`src/rtl/gpio_regbank_pkg.sv`:
```
// Shared definitions for the GPIO register bank: register indices, bus width
// and legal parameter limits.
package gpio_regbank_pkg;

  localparam int BUS_W           = 32;
  localparam int MAX_GPIO_W      = 32;
  localparam int MIN_SYNC_STAGES = 2;

  localparam logic [2:0] ADDR_OUT      = 3'd0;
  localparam logic [2:0] ADDR_DIR      = 3'd1;
  localparam logic [2:0] ADDR_IN       = 3'd2;
  localparam logic [2:0] ADDR_SET      = 3'd3;
  localparam logic [2:0] ADDR_CLR      = 3'd4;
  localparam logic [2:0] ADDR_IRQ_EN   = 3'd5;
  localparam logic [2:0] ADDR_IRQ_MODE = 3'd6;
  localparam logic [2:0] ADDR_IRQ_STAT = 3'd7;

endpackage

```
`src/rtl/gpio_sync.sv`:
```
// Multi-stage flop chain that brings asynchronous pad inputs into the clk
// domain. The last stage is the synchronised value.
module gpio_sync
  import gpio_regbank_pkg::*;
#(
  parameter int GPIO_W      = 11,
  parameter int SYNC_STAGES = MIN_SYNC_STAGES
) (
  input  logic              clk,
  input  logic              reset,
  input  logic [GPIO_W-1:0] async_i,
  output logic [GPIO_W-1:0] sync_o
);

  logic [GPIO_W-1:0] stage_q [SYNC_STAGES];

  // Shift the pad sample one stage deeper every cycle.
  always_ff @(posedge clk) begin
    if (reset) begin
      for (int i = 0; i < SYNC_STAGES; i++) stage_q[i] <= '0;
    end else begin
      stage_q[0] <= async_i;
      for (int i = 1; i < SYNC_STAGES; i++) stage_q[i] <= stage_q[i-1];
    end
  end

  assign sync_o = stage_q[SYNC_STAGES-1];

endmodule

```
`src/rtl/gpio_regbank.sv`:
```
// Memory-mapped GPIO peripheral: OUT/DIR registers with atomic set/clear,
// synchronised inputs, per-bit rising/falling edge interrupts with W1C status.
module gpio_regbank
  import gpio_regbank_pkg::*;
#(
  parameter int                GPIO_W      = 11,
  parameter int                SYNC_STAGES = 2,
  parameter logic [GPIO_W-1:0] OUT_RESET   = '0
) (
  input  logic              clk,
  input  logic              reset,
  input  logic              bus_en,
  input  logic              bus_we,
  input  logic [2:0]        bus_addr,
  input  logic [BUS_W-1:0]  bus_wdata,
  output logic [BUS_W-1:0]  bus_rdata,
  output logic              bus_rvalid,
  input  logic [GPIO_W-1:0] gpio_in,
  output logic [GPIO_W-1:0] gpio_out,
  output logic [GPIO_W-1:0] gpio_oe,
  output logic              irq
);

  // Counter starts one above the synchroniser depth so that a pad already
  // high at reset release has fully propagated into prev before edges count.
  localparam int WARM_W = $clog2(SYNC_STAGES + 2);
  localparam logic [WARM_W-1:0] WARM_INIT = WARM_W'(SYNC_STAGES + 1);

  logic [GPIO_W-1:0] out_q, out_d;
  logic [GPIO_W-1:0] dir_q, dir_d;
  logic [GPIO_W-1:0] en_q, en_d;
  logic [GPIO_W-1:0] mode_q, mode_d;
  logic [GPIO_W-1:0] stat_q, stat_d;
  logic [GPIO_W-1:0] prev_q;
  logic [WARM_W-1:0] warm_q, warm_d;
  logic [BUS_W-1:0]  rdata_q, rdata_d;
  logic              rvalid_q;
  logic              irq_q;

  logic [GPIO_W-1:0] in_sync;
  logic [GPIO_W-1:0] wd;
  logic [GPIO_W-1:0] w1c;
  logic [GPIO_W-1:0] edge_hit;
  logic [BUS_W-1:0]  rd_mux;
  logic              wr, rd;
  logic              unused_wdata;

  gpio_sync #(
    .GPIO_W      (GPIO_W),
    .SYNC_STAGES (SYNC_STAGES)
  ) u_sync (
    .clk     (clk),
    .reset   (reset),
    .async_i (gpio_in),
    .sync_o  (in_sync)
  );

  assign wr           = bus_en & bus_we;
  assign rd           = bus_en & ~bus_we;
  assign wd           = bus_wdata[GPIO_W-1:0];
  assign unused_wdata = ^bus_wdata;

  // Selected edge per bit, gated by enable and by the post-reset warm-up.
  always_comb begin
    edge_hit = '0;
    if (warm_q == '0) begin
      edge_hit = (((in_sync & ~prev_q) & ~mode_q) |
                  ((~in_sync & prev_q) & mode_q)) & en_q;
    end
    warm_d = (warm_q != '0) ? warm_q - 1'b1 : warm_q;
  end

  // Register writes, set/clear and status update (a new edge beats W1C).
  always_comb begin
    out_d  = out_q;
    dir_d  = dir_q;
    en_d   = en_q;
    mode_d = mode_q;
    w1c    = '0;
    if (wr) begin
      case (bus_addr)
        ADDR_OUT:      out_d  = wd;
        ADDR_DIR:      dir_d  = wd;
        ADDR_SET:      out_d  = out_q | wd;
        ADDR_CLR:      out_d  = out_q & ~wd;
        ADDR_IRQ_EN:   en_d   = wd;
        ADDR_IRQ_MODE: mode_d = wd;
        ADDR_IRQ_STAT: w1c    = wd;
        default:       ;
      endcase
    end
    stat_d = (stat_q & ~w1c) | edge_hit;
  end

  // Read mux; SET/CLR read as zero and upper bits are always zero.
  always_comb begin
    rd_mux = '0;
    case (bus_addr)
      ADDR_OUT:      rd_mux[GPIO_W-1:0] = out_q;
      ADDR_DIR:      rd_mux[GPIO_W-1:0] = dir_q;
      ADDR_IN:       rd_mux[GPIO_W-1:0] = in_sync;
      ADDR_IRQ_EN:   rd_mux[GPIO_W-1:0] = en_q;
      ADDR_IRQ_MODE: rd_mux[GPIO_W-1:0] = mode_q;
      ADDR_IRQ_STAT: rd_mux[GPIO_W-1:0] = stat_q;
      default:       rd_mux = '0;
    endcase
    rdata_d = rd ? rd_mux : rdata_q;
  end

  // State registers; reset also drops any read in flight.
  always_ff @(posedge clk) begin
    if (reset) begin
      out_q    <= OUT_RESET;
      dir_q    <= '0;
      en_q     <= '0;
      mode_q   <= '0;
      stat_q   <= '0;
      prev_q   <= '0;
      warm_q   <= WARM_INIT;
      rdata_q  <= '0;
      rvalid_q <= 1'b0;
      irq_q    <= 1'b0;
    end else begin
      out_q    <= out_d;
      dir_q    <= dir_d;
      en_q     <= en_d;
      mode_q   <= mode_d;
      stat_q   <= stat_d;
      prev_q   <= in_sync;
      warm_q   <= warm_d;
      rdata_q  <= rdata_d;
      rvalid_q <= rd;
      irq_q    <= |(stat_q & en_q);
    end
  end

  assign gpio_out   = out_q;
  assign gpio_oe    = dir_q;
  assign bus_rdata  = rdata_q;
  assign bus_rvalid = rvalid_q;
  assign irq        = irq_q;

endmodule

```
`config.mk`:
```
export PLATFORM = sky130hd
export DESIGN_NAME = gpio_regbank
export DESIGN_NICKNAME = d
export VERILOG_FILES = /design/src/rtl/gpio_regbank_pkg.sv /design/src/rtl/gpio_sync.sv /design/src/rtl/gpio_regbank.sv
export SDC_FILE = /design/constraint.sdc
export NUM_CORES = 1
export LEC_CHECK = 0
export CAP_MARGIN = 10
export CORE_MARGIN = 2
export CORE_UTILIZATION = 40
export DETAILED_ROUTE_END_ITERATION = 16
export PLACE_DENSITY = 0.68
export SYNTH_ARGS = -nofsm -noshare
export SYNTH_HDL_FRONTEND = slang
export SYNTH_SLANG_ARGS = --single-unit
```
`constraint.sdc`:
```
create_clock -name clk -period 4.2 [get_ports clk]
set_input_delay 1.26 -clock clk [delete_from_list [all_inputs] [get_ports clk]]
set_output_delay 1.26 -clock clk [all_outputs]
set_load 0.005 [all_outputs]
```
==> results.sh, run 1 <==
export IMPL_setup_tns_final_ns=0
export IMPL_num_antenna_cells=0
export IMPL_hold_viol=0
export IMPL_cts_resized=0
export IMPL_pin_count_of_the_biggest_net_entering_global_routing=60
export IMPL_status="completed"
export IMPL_quantity_of_hold_fixing_buffers_added_after_cts=0
export IMPL_p_per_area_mw_per_mm2=352
export IMPL_cts_reportedPaths_clkPinSlew_ns=0.09
export IMPL_cts_max_level=3
export IMPL_min_period_ns=3.11
export IMPL_worstSetupEndpointType="flop"
export IMPL_max_slew_headroom=0.440
export IMPL_synthesis_area_per_instance_sq_um=9.23
export IMPL_worst_slew_pin_transition_ns=0.835
export IMPL_globalRouteMet3Util=0.0427
export IMPL_place_congestion=0.871
export IMPL_met2_usage=0.302
export IMPL_detailed_place_hpwl_um=8030
export IMPL_first_pass_grt_wire_length_um=17900
export IMPL_finish_net_count=581
export IMPL_antenna_violations_before_repair=0
export IMPL_first_global_vias=3446
export IMPL_top_usage_layer="met2"
export IMPL_routed_wirelength_um=11300
export IMPL_seq_area_frac_synth=0.465
export IMPL_power_switching_share=0.253
export IMPL_die_area_sq_mm=0.0120
export IMPL_ioPinCount=106
export IMPL_critical_path_slowest_cell="clkdlybuf4s50_1"
export IMPL_rows=38
export IMPL_cts_setup_buffers=0
export IMPL_drc_errors=0
export IMPL_syn2layout_area_growth_pct=18.4
export IMPL_grt_util_all_layers=0.195
export IMPL_stdcell_count=675
export IMPL_max_freq_ghz=0.322
export IMPL_comb_power_share=0.100
export IMPL_number_of_standard_cells_after_synthesis=481
export IMPL_data_arrival_time_at_the_worst_slack_endpoint_ns=3.39
export IMPL_largest_family_of_logic_cells_by_synthesized_area="simple AND/OR/NAND/NOR gates"
export IMPL_detail_route_vias_per_cell=5.40
export IMPL_numClockSinks=103
export IMPL_synth_top_area_frac=0.465
export IMPL_most_common_layout_cells="103 x dfxtp_1, 62 x clkdlybuf4s50_1, 58 x nand2_1, 35 x nor2b_1, 30 x a21oi_1"
export IMPL_min_period_over_period=0.740
export IMPL_post_synth_xor_area_fraction=0.00197
export IMPL_initialDrtViolationCount=253
export IMPL_finish_utilization=0.485
export IMPL_synth_enable_flop_cells=0
export IMPL_synthAdderAreaFrac=0.00282
export IMPL_fin_worst_hold_slack_ns=0.439
export IMPL_yosys_area_share_simple=0.189
export IMPL_sw_power_uw=468
export IMPL_drtAntennaViolNets=0
export IMPL_cell_chain_critical_path="clkdlybuf4s50_1 -> buf_4 -> and2b_1 -> and2_1 -> nand2_1 -> a21oi_1"
export IMPL_pwr_share_clk=0.349
export IMPL_yosysWarnings=0
export IMPL_root_buffer="clkbuf_8"
export IMPL_syn_area_sq_mm=0.00444
export IMPL_floorplan_initialDensity=0.409
export IMPL_drt_wirelength_per_cell_um=16.7
export IMPL_rsz_0062_raised_after_global_routing="false"
export IMPL_dpl_cells=659
export IMPL_max_clock_path_buffers=2
export IMPL_post_route_cell_area_sq_mm=0.00526
export IMPL_synth_area_leader_cell="dfxtp_1"
export IMPL_final_max_slew_viol_count=0
export IMPL_placement_io_buffers=63
export IMPL_critical_path_startpoint_type="input pin"
export IMPL_setup_worst_path_class="in2reg"
export IMPL_placeableCoreArea_sq_mm=0.0108
export IMPL_postPlaceCellArea_sq_mm=0.00505
export IMPL_synth_compound_gate_area_share=0.187
export IMPL_postSynth_asyncResetShare=0
export IMPL_timing_critical_path_slowest_cell_delay_ns=0.77
export IMPL_cap_violations=0
export IMPL_internal_power_of_the_cells_mw=1.38
export IMPL_setup_clock_skew_after_layout_ns=0.0122
export IMPL_layout_cells_most_common="dfxtp_1"
export IMPL_yosysUniqueCellTypes=42
export IMPL_drt_first_pass_iters=4
export IMPL_post_synthesis_mux_area_share=0.0719
export IMPL_peakVddDrop_uv=205
export IMPL_die_height_um=109
export IMPL_die_x_um=109
export IMPL_route_vias_total=3643
export IMPL_yosys_register_bits=103
export IMPL_grt_met1_usage=0.262
export IMPL_critPathRequiredTime_ns=4.49
export IMPL_synth_top_cells_by_area="dfxtp_1 46%, nor2b_1 4.9%, nand2_1 4.9%"
export IMPL_setup_violations_final=0
export IMPL_tritoncts="done"
export IMPL_number_of_buffers_added_by_the_clock_tree_synthesis_step=9
export IMPL_power_sequential_fraction=0.551
export IMPL_leakage_power_nw=1.87
export IMPL_final_layout_size_suffix_gt1_frac=0.0729
export IMPL_worst_hold_path_type="reg2reg"
export IMPL_synth_flop_type="dfxtp_1"
export IMPL_clock_latency_ns=0.36
export IMPL_global_route_overflow_total=0
export IMPL_worstPathMaxFanout=16
export IMPL_r2r_slack_ns=2.77
-- flip-flops by register name, summed over array words and instances, names as in the netlist --
signal          flops
gpio_out           11
bus_rvalid          1
irq                 1
stat_q             11
en_q               11
mode_q             11
prev_q             11
warm_q              2
bus_rdata          11
u_sync.stage_q     22
gpio_oe            11
-- kinds of logic (layout without fill, tap and decap cells) --
kind of cell / Yosys count / count (layout)
multiplexers: 30 / 30
AO/OA/AOI/OAI: 118 / 118
adder cells (fa/ha/maj): 1 / 1
other: 1 / 21
flip-flops: 103 / 103
XOR/XNOR: 1 / 1
buffers and inverters: 61 / 95
AND/OR/NAND/NOR: 166 / 166
-- worst max-delay path: cells and delay by family --
family | cells | cell delay (ns)
AND/OR/NAND/NOR | 3 | 0.90
AO/OA/AOI/OAI | 1 | 0.14
buffers and inverters | 2 | 1.08
-- through the flow --
| stage | setup slack, ns | total power [mW] |
|---|---|---|
| after floorplan | 1.85 | 1.16 |
| after global placement | 0.803 | 1.22 |
| after detailed placement | 0.725 | 1.22 |
| after CTS | 1.11 | 1.86 |
| after global routing | 0.904 | 1.92 |
| final | 1.09 | 1.85 |
-- final cells by class --
cell class / instances / area [sq um]
sequential: 103 / 2060
fill: 1029 / 5590
multi-input combinational: 337 / 2090
clock buffer: 10 / 138
tap: 140 / 175
clock inverter: 6 / 66.3
inverter: 6 / 22.5
timing repair buffer: 73 / 701
-- final timing paths --
path                                                  startpoint                          endpoint  cells past startpoint
worst min register to register  u_sync.stage_q[0][10]$_SDFF_PP0_  u_sync.stage_q[0][21]$_SDFF_PP0_                      1
worst min-delay path            u_sync.stage_q[0][10]$_SDFF_PP0_  u_sync.stage_q[0][21]$_SDFF_PP0_                      1
worst max-delay path                                 bus_addr[1]            mode_q[5]$_SDFFE_PP0P_                      6
worst max register to register            warm_q[0]$_SDFFE_PP1N_            warm_q[1]$_SDFFE_PP1N_                      4
-- synth_stat cells, types with 6 or more instances --
cell	n
a21oi_1	30
a221o_1	8
a32o_1	17
a32oi_1	16
buf_2	11
buf_4	27
clkbuf_1	13
dfxtp_1	103
inv_1	6
mux2_2	6
mux2i_1	21
nand2_1	58
nand2b_1	12
nand3_1	13
nand3b_1	9
nor2_1	26
nor2b_1	35
o21ai_0	25
-- power groups by stage --
stage,Combinational [mW],Clock (mW),Sequential (mW)
6_report,0.184,0.646,1.02
5_1_grt,0.202,0.698,1.02
4_1_cts,0.184,0.657,1.02
3_5_place_dp,0.183,0,1.04
3_3_place_gp,0.178,0,1.04
2_1_floorplan,0.124,0,1.04
-- layer usage --
metal	vias up	routed length [um]
li1	1761	-
met1	1723	5050
met2	139	5140
met3	20	827
met4	0	274
met5	-	0
Power figures use the tool's default switching activity.
==> run 2: changes to the inputs <==
Clock period 4.2 ns to 3 ns, I/O delays scaled along.
==> run 2 against run 1 <==
Wire length is 0.69% lower. Sequential power rose by 40%. Count of clock-buffer cells in the layout down 1. Largest cell class unchanged.
==> results.sh, run 2 (synthesized netlist as in run 1, its figures left out) <==
export IMPL_num_antenna_cells=0
export IMPL_antenna_violations_before_repair=0
export IMPL_die_area_sq_mm=0.0120
export IMPL_final_max_slew_viol_count=0
export IMPL_critPathRequiredTime_ns=3.22
export IMPL_clock_latency_ns=0.36
export IMPL_die_x_um=109
export IMPL_rr_startpoint="warm_q[0]$_SDFFE_PP1N_"
export IMPL_post_route_cell_area_sq_mm=0.00533
export IMPL_cts_resized=0
export IMPL_rows=38
export IMPL_max_freq_ghz=0.398
export IMPL_global_route_overflow_total=0
export IMPL_power_switching_share=0.254
export IMPL_tritoncts="done"
export IMPL_number_of_buffers_added_by_the_clock_tree_synthesis_step=9
export IMPL_route_vias_total=3686
export IMPL_min_period_over_period=0.838
export IMPL_hold_viol=0
export IMPL_leakage_power_nw=1.91
export IMPL_syn2layout_area_growth_pct=20.1
export IMPL_placeableCoreArea_sq_mm=0.0108
export IMPL_critical_path_startpoint_type="input pin"
export IMPL_finalWorstSetupSlack_ns=0.485
export IMPL_max_slew_headroom=0.499
export IMPL_setup_clock_skew_after_layout_ns=0.0115
export IMPL_hold_path_cell_count=1
export IMPL_die_height_um=109
export IMPL_floorplan_initialDensity=0.409
export IMPL_most_common_layout_cells="103 x dfxtp_1, 62 x clkdlybuf4s50_1, 58 x nand2_1, 35 x nor2b_1, 30 x a21oi_1"
export IMPL_internal_power_of_the_cells_mw=1.91
export IMPL_worstSetupEndpointType="flop"
export IMPL_power_sequential_fraction=0.556
export IMPL_cap_violations=0
export IMPL_first_pass_grt_wire_length_um=17500
export IMPL_first_global_vias=3441
export IMPL_p_per_area_mw_per_mm2=481
export IMPL_hp_start="u_sync.stage_q[0][4]$_SDFF_PP0_"
export IMPL_r2r_slack_ns=1.58
export IMPL_peakVddDrop_uv=221
export IMPL_worstPathMaxFanout=28
export IMPL_setup_tns_final_ns=0
export IMPL_setup_violations_final=0
export IMPL_cell_count_of_the_worst_reg_to_reg_path=4
export IMPL_cts_setup_buffers=0
export IMPL_root_buffer="clkbuf_8"
export IMPL_rsz_0062_raised_after_global_routing="false"
export IMPL_worst_slew_pin_transition_ns=0.749
export IMPL_status="completed"
export IMPL_quantity_of_hold_fixing_buffers_added_after_cts=0
export IMPL_largest_register_ffs=22
export IMPL_dp_worst_setup_slack_ns=0.139
export IMPL_numClockSinks=103
export IMPL_max_clock_path_buffers=2
export IMPL_worst_hold_path_type="reg2reg"
export IMPL_detail_route_vias_per_cell=5.40
export IMPL_regToRegEndpoint="warm_q[1]$_SDFFE_PP1N_"
export IMPL_postPlaceCellArea_sq_mm=0.00514
export IMPL_pin_count_of_the_biggest_net_entering_global_routing=67
export IMPL_routed_wirelength_um=11200
export IMPL_placement_io_buffers=63
export IMPL_layout_cells_most_common="dfxtp_1"
export IMPL_ioPinCount=106
export IMPL_pwr_share_clk=0.340
export IMPL_drt_first_pass_iters=5
export IMPL_finish_net_count=589
export IMPL_drc_errors=0
export IMPL_data_arrival_time_at_the_worst_slack_endpoint_ns=2.74
export IMPL_design_power_total_mw=2.56
export IMPL_comb_power_share=0.104
export IMPL_sw_power_uw=652
export IMPL_grt_util_all_layers=0.193
export IMPL_detailed_place_hpwl_um=8020
export IMPL_worst_hold_path_endpoint="u_sync.stage_q[0][15]$_SDFF_PP0_"
export IMPL_setup_worst_path_class="in2reg"
export IMPL_critical_path_startpoint="bus_addr[2]"
export IMPL_initialDrtViolationCount=270
export IMPL_cts_max_level=3
export IMPL_largest_register="u_sync.stage_q"
export IMPL_min_period_ns=2.52
export IMPL_cts_reportedPaths_clkPinSlew_ns=0.09
export IMPL_drt_wirelength_per_cell_um=16.4
export IMPL_final_layout_size_suffix_gt1_frac=0.0866
export IMPL_drtAntennaViolNets=0
export IMPL_place_congestion=0.862
## run 2: cell count changes in the layout (fill, tap and decap cells not counted)
cell        before  now
buf_4           10   16
buf_12           0    2
clkbuf_8        10    9
clkinv_2         2    3
clkinvlp_4       0    1
inv_6            3    2
## run 2: final cells by class
class / count / area (sq um)
Fill cell: 1019 / 5510
Multi-Input combinational cell: 337 / 2090
Sequential cell: 103 / 2060
Timing Repair Buffer: 81 / 786
Tap cell: 140 / 175
Clock buffer: 9 / 124
Clock inverter: 7 / 70.1
Inverter: 6 / 22.5
## run 2: how the worst max path moves through the flow
stage	endpoint	cells after the start	slack (ns)
floorplan	gpio_out[9]$_SDFFE_PP0P_	6	1.01
global placement	mode_q[0]$_SDFFE_PP0P_	6	0.15
detailed placement	mode_q[8]$_SDFFE_PP0P_	6	0.14
CTS	mode_q[4]$_SDFFE_PP0P_	6	0.54
global route	mode_q[8]$_SDFFE_PP0P_	6	0.38
finish	mode_q[5]$_SDFFE_PP0P_	6	0.48
## run 2: layer usage
| layer | GRT usage | part of all wire | vias up |
|---|---|---|---|
| met5 | 0 | 0 | - |
| met4 | 0.0886 | 0.025 | 0 |
| met3 | 0.0368 | 0.090 | 20 |
| met2 | 0.302 | 0.46 | 186 |
| met1 | 0.257 | 0.43 | 1706 |
| li1 | - | - | 1774 |
## run 2: stage by stage
stage	hold WS [ns]	cells	util
6_report	0.437	683	0.492
5_1_grt	0.464	683	0.492
4_1_cts	0.443	683	0.492
3_5_place_dp	0.420	667	0.474
3_3_place_gp	0.421	667	0.474
2_1_floorplan	0.414	501	-
## run 2: power groups by stage
stage | registers (mW) | logic (mW) | clock network (mW)
global route | 1.43 | 0.293 | 0.948
floorplan | 1.45 | 0.173 | 0
CTS | 1.43 | 0.266 | 0.892
detailed placement | 1.46 | 0.265 | 0
global placement | 1.45 | 0.260 | 0
finish | 1.43 | 0.267 | 0.873
## run 2: worst max-delay path, stage by stage
cell,delay (ns)
clkdlybuf4s50_1,0.53
buf_12,0.22
and3_1,0.40
nand2_1,0.42
nand2_1,0.18
a21oi_1,0.07
